## src/rtl/keypad_matrix_scanner.sv

```systemverilog
// 4x4 key matrix scanner: drives one column low at a time, samples the rows,
// debounces whole sweeps and hands single key presses to the core via valid/ready.
module keypad_matrix_scanner #(
  parameter int CLK_FREQ_HZ    = 27000000,
  parameter int SCAN_FREQ_HZ   = 1000,
  parameter int DEBOUNCE_SCANS = 4
) (
  input  logic       clk,
  input  logic       rst,
  output logic [3:0] col_drive_n,
  input  logic [3:0] row_in_n,
  output logic [3:0] key_code,
  output logic       key_valid,
  input  logic       key_ready,
  output logic       key_held,
  output logic       overrun
);

  localparam int              DIV      = CLK_FREQ_HZ / SCAN_FREQ_HZ;
  localparam int              CW       = (DIV > 1) ? $clog2(DIV) : 1;
  localparam logic [CW-1:0]   DIV_LAST = CW'(DIV - 1);
  localparam logic [3:0]      DEB_N    = 4'(DEBOUNCE_SCANS);

  generate
    if (DIV < 4) begin : g_bad_div
      $error("keypad_matrix_scanner: column period DIV must be at least 4 cycles");
    end
    if (DEBOUNCE_SCANS < 1 || DEBOUNCE_SCANS > 15) begin : g_bad_deb
      $error("keypad_matrix_scanner: DEBOUNCE_SCANS must be in 1..15");
    end
  endgenerate

  typedef enum logic [1:0] {
    S_IDLE,
    S_DEB_PRESS,
    S_PRESSED,
    S_DEB_RELEASE
  } state_t;

  logic [3:0]    r_row_meta;
  logic [3:0]    r_row_sync;
  logic [CW-1:0] r_div_cnt;
  logic [1:0]    r_col;
  logic [3:0]    r_col_drive_n;
  logic [15:0]   r_snap;
  logic          r_sweep_done;

  state_t        r_state;
  logic [3:0]    r_cand;
  logic [3:0]    r_deb_cnt;
  logic          r_press_evt;
  logic          r_key_held;
  logic [3:0]    r_key_code;
  logic          r_key_valid;
  logic          r_overrun;

  logic [3:0]    w_rows;
  logic [15:0]   w_snap_next;
  logic [4:0]    w_bit_cnt;
  logic [3:0]    w_single_idx;
  logic          w_none;
  logic          w_single;

  assign w_rows = ~r_row_sync;

  // NOTE: every signal assigned in always_comb gets a default first, so no path can infer a latch.
  always_comb begin
    w_snap_next = r_snap;
    for (int r = 0; r < 4; r++) begin
      w_snap_next[{2'(r), r_col}] = w_rows[r];
    end
  end

  // NOTE: sequential state uses non-blocking assignments only; all registers, including the
  // synchronizer and snapshot, are reset so a mid-operation rst leaves no stale progress.
  always_ff @(posedge clk) begin
    if (rst) begin
      r_row_meta    <= 4'hF;
      r_row_sync    <= 4'hF;
      r_div_cnt     <= '0;
      r_col         <= 2'd0;
      r_col_drive_n <= 4'b1110;
      r_snap        <= '0;
      r_sweep_done  <= 1'b0;
    end else begin
      r_row_meta   <= row_in_n;
      r_row_sync   <= r_row_meta;
      r_sweep_done <= 1'b0;
      if (r_div_cnt == DIV_LAST) begin
        r_div_cnt     <= '0;
        r_snap        <= w_snap_next;
        r_col         <= r_col + 2'd1;
        r_col_drive_n <= ~(4'b0001 << (r_col + 2'd1));
        r_sweep_done  <= (r_col == 2'd3);
      end else begin
        r_div_cnt <= r_div_cnt + CW'(1);
      end
    end
  end

  always_comb begin
    w_bit_cnt    = '0;
    w_single_idx = '0;
    for (int i = 0; i < 16; i++) begin
      if (r_snap[i]) begin
        w_bit_cnt    = w_bit_cnt + 5'd1;
        w_single_idx = 4'(i);
      end
    end
    w_none   = (w_bit_cnt == 5'd0);
    w_single = (w_bit_cnt == 5'd1);
  end

  // Sweep classification drives the debounce FSM; r_press_evt delays the event load by one cycle.
  always_ff @(posedge clk) begin
    if (rst) begin
      r_state     <= S_IDLE;
      r_cand      <= '0;
      r_deb_cnt   <= '0;
      r_press_evt <= 1'b0;
      r_key_held  <= 1'b0;
      r_key_code  <= '0;
      r_key_valid <= 1'b0;
      r_overrun   <= 1'b0;
    end else begin
      r_press_evt <= 1'b0;
      if (r_sweep_done) begin
        unique case (r_state)
          S_IDLE: begin
            if (w_single) begin
              r_cand    <= w_single_idx;
              r_deb_cnt <= 4'd1;
              if (DEB_N == 4'd1) begin
                r_state     <= S_PRESSED;
                r_press_evt <= 1'b1;
                r_key_held  <= 1'b1;
              end else begin
                r_state <= S_DEB_PRESS;
              end
            end
          end
          S_DEB_PRESS: begin
            if (w_single && (w_single_idx == r_cand)) begin
              r_deb_cnt <= r_deb_cnt + 4'd1;
              if (r_deb_cnt + 4'd1 == DEB_N) begin
                r_state     <= S_PRESSED;
                r_press_evt <= 1'b1;
                r_key_held  <= 1'b1;
              end
            end else if (w_single) begin
              r_cand    <= w_single_idx;
              r_deb_cnt <= 4'd1;
            end else begin
              r_state   <= S_IDLE;
              r_deb_cnt <= 4'd0;
            end
          end
          S_PRESSED: begin
            if (w_none) begin
              r_deb_cnt <= 4'd1;
              if (DEB_N == 4'd1) begin
                r_state    <= S_IDLE;
                r_key_held <= 1'b0;
              end else begin
                r_state <= S_DEB_RELEASE;
              end
            end
          end
          S_DEB_RELEASE: begin
            if (w_none) begin
              r_deb_cnt <= r_deb_cnt + 4'd1;
              if (r_deb_cnt + 4'd1 == DEB_N) begin
                r_state    <= S_IDLE;
                r_key_held <= 1'b0;
              end
            end else begin
              // Release bounce returns to the held key without a second event.
              r_state <= S_PRESSED;
            end
          end
        endcase
      end

      if (r_press_evt) begin
        if (!r_key_valid || key_ready) begin
          r_key_code  <= r_cand;
          r_key_valid <= 1'b1;
        end else begin
          r_overrun <= 1'b1;
        end
      end else if (r_key_valid && key_ready) begin
        r_key_valid <= 1'b0;
      end
    end
  end

  assign col_drive_n = r_col_drive_n;
  assign key_code    = r_key_code;
  assign key_valid   = r_key_valid;
  assign key_held    = r_key_held;
  assign overrun     = r_overrun;

endmodule

```

## config.mk

```make
export PLATFORM = sky130hd
export DESIGN_NAME = keypad_matrix_scanner
export DESIGN_NICKNAME = d
export VERILOG_FILES = /design/src/rtl/keypad_matrix_scanner.sv
export SDC_FILE = /design/constraint.sdc
export NUM_CORES = 1
export LEC_CHECK = 0
export BUFFER_PORTS_ARGS = -buffer_cell sky130_fd_sc_hd__buf_4
export CORE_UTILIZATION = 56
export CTS_CLUSTER_DIAMETER = 100
export CTS_CLUSTER_SIZE = 20
export DETAILED_ROUTE_END_ITERATION = 8
export GPL_TIMING_DRIVEN = 1
export HOLD_SLACK_MARGIN = 0.03
export MAX_ROUTING_LAYER = met4
export PLACE_DENSITY = 0.79
export SLEW_MARGIN = 10
export SYNTH_ARGS = -nofsm -noshare
export SYNTH_HDL_FRONTEND = slang
export SYNTH_SLANG_ARGS = --single-unit
export TNS_END_PERCENT = 50
```

## constraint.sdc

```tcl
create_clock -name clk -period 10.9 [get_ports clk]
set_clock_uncertainty 0.1 [all_clocks]
set_input_delay 0.545 -clock clk [delete_from_list [all_inputs] [get_ports clk]]
set_output_delay 0.545 -clock clk [all_outputs]
set_load 0.005 [all_outputs]
```

==> results.yml, run 1 <==
sta:
  finalCritPeriodShare_pct: 93.6
  slew_headroom_pct: 26.7
  drv_slew: 0
  fin_crit_ns: 10.20
  finalSetupTns_ns: 0
  setup_viol: 0
  fmax_mhz: 98.0
  hold_viol: 0
  rsz0062_at_grt: "no"
  worst_hold_slack_ns: 0.289
  tightest_slew_ns: 1.09
synthesis:
  synth-edff-count: 0
  ys_seq_area_share_pct: 27.3
  async_flop_share_pct: 0
  synthXorXnorAreaFrac_pct: 14.5
  syn_nets: 600
  syn_avg_cell_area_um2: 8.26
  yosys_warnings: 0
  synth_cells: 568
  synth-compound-area-share_pct: 17.1
  synth_top_family_by_area: "simple AND/OR/NAND/NOR gates"
  yosys.area_share.simple_pct: 23.5
  yosysUniqueCellTypes: 76
  synth_mux_area_share_pct: 5.20
  ys.flop_type: "dfxtp_1"
  synth_fa_ha_area_share_pct: 7.09
  ys_seq_elements: 64
  synth_area_mm2: 0.00469
drt:
  drtIter0Drc: 209
  drt_first_pass_iters: 4
  ant_nets: 0
  wl_um: 9350
  vias_per_cell: 5.73
  via_count: 3865
  routedWlPerCell_um: 13.8
  drc: 0
power_and_ir_drop:
  p_int_mw: 0.352
  leakage_nw: 1.99
  p_seq_share_pct: 52.5
  p_per_area_mw_per_mm2: 89.4
  irDropWorstVdd_v: 0.000123
  netSwitchingFraction_pct: 22.2
  p_comb_share_pct: 2.0
  clkPwrFrac_pct: 45.5
  p_sw_mw: 0.100
critical_path:
  end_kind: "flip-flop"
  cp-start-kind: "flip-flop"
  critical_path_class: "flip-flop to flip-flop"
  crit_fanout: 7
  cp_data_arrival_time_ns: 10.34
  crit_start: "r_snap[1]$_SDFFE_PP0P_"
  slowest_stage: "dfxtp_1"
  reg2reg_from: "r_snap[1]$_SDFFE_PP0P_"
  cp.required_ns: 11.04
  crit_top_cell: "ha_1"
  slowest_delay_ns: 0.37
layout:
  final_layout_size_suffix_gt1_share_pct: 14.6
  stdcell_area_mm2: 0.00506
  diodes: 0
  layout_common_cells: "nor2_1 (73), dfxtp_1 (64), nand2_1 (48), inv_1 (30), xnor2_1 (27)"
  final_common_cell: "nor2_1"
  instances_no_fill: 675
  nets: 597
  syn_to_final_growth_pct: 7.86
clock_network:
  post_cts_buffers: 0
  path_clk_slew_ns: 0.07
  ctsHtreeMaxLevel: 3
  root_buffer: "clkbuf_8"
  hold_buffers: 0
  clk_latency_ns: 0.34
  clockBufferDepth: 2
  cts_inserted_buffers: 9
  cts.sinks: 64
  cts_tree: "done"
hold_path:
  hold_path_class: "input pin to flip-flop"
  hold_path_startpoint: "row_in_n[1]"
placed_design:
  dp_hpwl_um: 6820
  place.gp.congestion: 0.834
  port_buffers: 17
  postPlaceCellArea_mm2: 0.00483
  placed_cells: 659
global_routing:
  antenna_found_initial: 0
  grt_pass1_wl_um: 16100
  grt_pass1_vias: 3603
  grt_overflow: 0
  grt_usage_pct: 23.4
  grt_max_degree: 41
floorplan:
  core_area_mm2: 0.00818
  initial_core_util_pct: 57.4
  die_h_um: 93.5
  dieArea_mm2: 0.00875
  io_pins: 18
  placementRows: 33
  die_w_um: 93.5
run:
  cap_violations: 0
status:
  status: "finished, final reports clean"
worst max-delay path, delay by kind of cell (launching register included):
family | cells | cell delay, ns
simple gates | 12 | 1.67
fa+ha+maj | 14 | 4.31
compound gates | 13 | 2.19
mux | 3 | 0.85
xor+xnor | 1 | 0.19
buf+inv | 6 | 0.41
flops | 1 | 0.37
power by group through the flow:
stage | combinational [mW] | sequential [mW] | clock [mW]
2_1_floorplan | 0.00627 | 0.242 | 0
3_3_place_gp | 0.00872 | 0.243 | 0
3_5_place_dp | 0.00885 | 0.243 | 0
4_1_cts | 0.00893 | 0.237 | 0.211
5_1_grt | 0.00991 | 0.238 | 0.220
6_report | 0.00886 | 0.238 | 0.206
final timing paths:
kind / slack (ns) / endpoint / cells after the start
setup / recovery: 0.70 / r_state[0]$_SDFFE_PP0P_ / 49
hold / removal: 0.29 / r_row_meta[1]$_SDFF_PP1_ / 2
setup reg to reg: 0.70 / r_state[0]$_SDFFE_PP0P_ / 49
hold reg to reg: 0.31 / r_row_sync[2]$_SDFF_PP1_ / 1
flip-flops by register name, indices dropped and copies added (netlist names), 2 cells and up:
| signal | cells |
|---|---|
| col_drive_n | 4 |
| key_code | 4 |
| r_cand | 4 |
| r_col | 2 |
| r_deb_cnt | 4 |
| r_div_cnt | 15 |
| r_row_meta | 4 |
| r_row_sync | 4 |
| r_snap | 16 |
| r_state | 2 |
synth_stat cells (3+ instances only):
master     count  area share (%)
o22ai_1        3            0.40
and3_1         4            0.53
a211oi_1      21             3.4
nand4_1        6            0.80
dfxtp_1       64              27
nor2_1        74             5.9
a31oi_1        3            0.40
nand2_1       48             3.8
nand3_1       17             1.8
xnor3_1        4             1.9
o31ai_1        5            0.80
o21ai_1        3            0.32
clkbuf_1      23             1.8
or2_2         11             1.5
a2111oi_2      3            0.96
buf_2          4            0.43
nand2b_1       8             1.1
nor4_1         7            0.93
xor2_1        17             3.2
nand3b_1       3            0.48
mux2_2         3            0.72
and2_1         7            0.93
nor2b_1        8             1.1
buf_1          3            0.24
o21ai_0       20             2.1
xnor2_1       28             5.2
o211ai_1       4            0.64
a21oi_1       19             2.0
inv_1         30             2.4
or3_1          3            0.40
mux2i_1       13             2.8
xor2_2         4             1.4
ha_1          25             6.7
nor3_1        15             1.6
metrics by stage:
stage          util, %  total power [mW]  worst slack [ns]
5_1_grt           61.9             0.468           0.00743
2_1_floorplan        -             0.249              1.50
3_3_place_gp      59.1             0.251              1.05
3_5_place_dp      59.1             0.252             0.558
4_1_cts           61.6             0.458             0.491
6_report          61.9             0.452             0.698
kinds of logic after synthesis:
logic type / Yosys count
buffers and inverters: 62
flip-flops: 64
AO/OA/AOI/OAI: 110
multiplexers: 21
adder cells (fa/ha/maj): 27
AND/OR/NAND/NOR: 225
XOR/XNOR: 59
cell type report:
| cell class | instances | area (um^2) |
|---|---|---|
| multi-input combinational | 442 | 3200 |
| sequential | 64 | 1280 |
| clock buffer | 10 | 138 |
| clock inverter | 6 | 67.6 |
| fill | 728 | 3110 |
| tap | 105 | 131 |
| inverter | 31 | 118 |
| timing repair buffer | 17 | 128 |
what timing repair did:
action,CTS,global route
setup endpoints to repair,0,12
hold endpoints to repair,0,0
gates resized for setup,0,7
metal layers:
layer	part of all wire [%]	track usage [%]
met1	47	28.4
met2	49	39.1
met3	3.0	3.82
met4	1.5	8.59
met5	0	-
Power figures use the tool's default switching activity.
==> inputs of run 2 (changes only) <==
Settings changed: BUFFER_PORTS_ARGS -buffer_cell sky130_fd_sc_hd__buf_4 to unset, DONT_BUFFER_PORTS set to 1, PLACE_DENSITY 0.79 to 0.77, RECOVER_POWER set to 100.
==> run 2 against run 1 <==
The run now ends with capacitance limit, slew limit left; non-clock buffer count is 17 lower; cell area is 2.1% lower; clock power hardly changed; first-iteration DRC count is 30% lower; critical path type unchanged; final cell count is 2.5% lower.
==> results.yml, run 2 (synthesized netlist as in run 1, its figures left out) <==
global_routing:
  grt_usage_pct: 23.6
  grt_pass1_wl_um: 16300
  antenna_found_initial: 0
  grt_max_degree: 41
  grt_overflow: 0
  grt_pass1_vias: 3647
critical_path:
  end_kind: "flip-flop"
  timing.rr.end: "r_cand[0]$_SDFFE_PP0P_"
  cp-start-kind: "flip-flop"
  reg2reg_from: "r_snap[1]$_SDFFE_PP0P_"
  slowest_delay_ns: 0.39
  crit_fanout: 7
  critical_path_class: "flip-flop to flip-flop"
  cp_data_arrival_time_ns: 10.27
  crit_top_cell: "ha_1"
  cp.required_ns: 11.07
  reg2reg_slack_ns: 0.80
  r2r_cells: 49
  slowest_stage: "ha_2"
layout:
  diodes: 0
  nets: 580
  layout_common_cells: "nor2_1 (73), dfxtp_1 (64), nand2_1 (48), inv_1 (30), xnor2_1 (27)"
  largest_register_ffs: 16
  final_layout_size_suffix_gt1_share_pct: 12.7
  fin_util_pct: 60.6
  largestRegisters: "r_snap x16, r_div_cnt x15"
  final_common_cell: "nor2_1"
  syn_to_final_growth_pct: 5.63
  instances_no_fill: 658
  top_register: "r_snap"
drt:
  wl_um: 9430
  ant_nets: 0
  drtIter0Drc: 146
  via_count: 3834
  drt_first_pass_iters: 5
  drc: 0
  routedWlPerCell_um: 14.3
  vias_per_cell: 5.83
sta:
  fin_crit_ns: 10.10
  tightest_slew_ns: 1.94
  finalCritPeriodShare_pct: 92.7
  setup_viol: 0
  finalSetupTns_ns: 0
  fmax_mhz: 99.0
  drv_slew: 16
  hold_viol: 0
  slew_headroom_pct: -30.8
clock_network:
  cts_tree: "done"
  clk_latency_ns: 0.34
  cts.sinks: 64
  clockBufferDepth: 2
  cts_inserted_buffers: 9
  root_buffer: "clkbuf_8"
  ctsHtreeMaxLevel: 3
  post_cts_buffers: 0
  path_clk_slew_ns: 0.07
status:
  violations: "capacitance limit, slew limit"
  status: "finished, violations left"
placed_design:
  place.gp.congestion: 0.848
  placed_cells: 642
  port_buffers: 0
  dp_hpwl_um: 6940
run:
  cap_violations: 1
floorplan:
  core_area_mm2: 0.00818
  die_w_um: 93.5
  dieArea_mm2: 0.00875
  die_h_um: 93.5
  io_pins: 18
  placementRows: 33
  initial_core_util_pct: 57.4
hold_path:
  hold_depth: 1
  hold_end: "r_div_cnt[2]$_SDFF_PP0_"
  hold_path_startpoint: "rst"
  hold_path_class: "input pin to flip-flop"
power_and_ir_drop:
  p_per_area_mw_per_mm2: 90.5
  irDropWorstVdd_v: 0.000177
  leakage_nw: 1.90
## run 2: through the flow
step	hold slack [ns]	worst slack [ns]	area, um^2	total power, mW
after detailed placement	0.293	0.438	4700	0.248
after global placement	0.296	1.05	4700	0.248
after CTS	0.149	0.378	4910	0.453
final	0.168	0.800	4960	0.449
after floorplan	0.289	1.50	4690	0.249
after global routing	0.147	-0.0143	4960	0.463
## run 2: per-layer routing
layer | global-route usage (%) | up-vias | share of wire, %
li1 | - | 1945 | -
met1 | 30.1 | 1789 | 47
met2 | 37.7 | 79 | 47
met3 | 3.41 | 21 | 3.8
met4 | 9.36 | 0 | 2.2
met5 | - | - | 0
## run 2: worst max path at each step
stage / depth (start not counted) / end / slack [ns] / start
after global placement: 49 / r_state[0]$_SDFFE_PP0P_ / 1.05 / r_snap[0]$_SDFFE_PP0P_
after floorplan: 50 / r_cand[0]$_SDFFE_PP0P_ / 1.50 / r_snap[1]$_SDFFE_PP0P_
after detailed placement: 49 / r_cand[3]$_SDFFE_PP0P_ / 0.44 / r_snap[1]$_SDFFE_PP0P_
after CTS: 49 / r_cand[3]$_SDFFE_PP0P_ / 0.38 / r_snap[1]$_SDFFE_PP0P_
final: 49 / r_cand[0]$_SDFFE_PP0P_ / 0.80 / r_snap[1]$_SDFFE_PP0P_
after global routing: 49 / r_cand[2]$_SDFFE_PP0P_ / -0.01 / r_snap[1]$_SDFFE_PP0P_
## run 2: worst max-delay path: cells and delay by family (launching register included)
family | cells | cell delay [ns]
DFF | 1 | 0.37
and+or+nand+nor | 11 | 1.56
xor gates and xnor gates | 1 | 0.09
muxes | 4 | 0.95
buffers and inverters | 6 | 0.42
AOI/OAI and AO/OA | 13 | 2.13
adders and majority gates | 14 | 4.40
## run 2: final cells by class
type	instances	area, um^2
inverters	31	118
clock inverters	6	66.3
fillers	733	3220
clock buffers	10	138
well taps	105	131
flip-flops and latches	64	1280
multi-input cells	442	3220
## run 2: where the power goes
part	switching, mW	internal [mW]
combinational	0.00285	0.00221
clock	0.0941	0.112
sequential	0.00138	0.236
## run 2: what timing repair did
action	CTS	global route
setup endpoints to repair	0	12
gates resized for setup	0	14
hold buffers	0	0
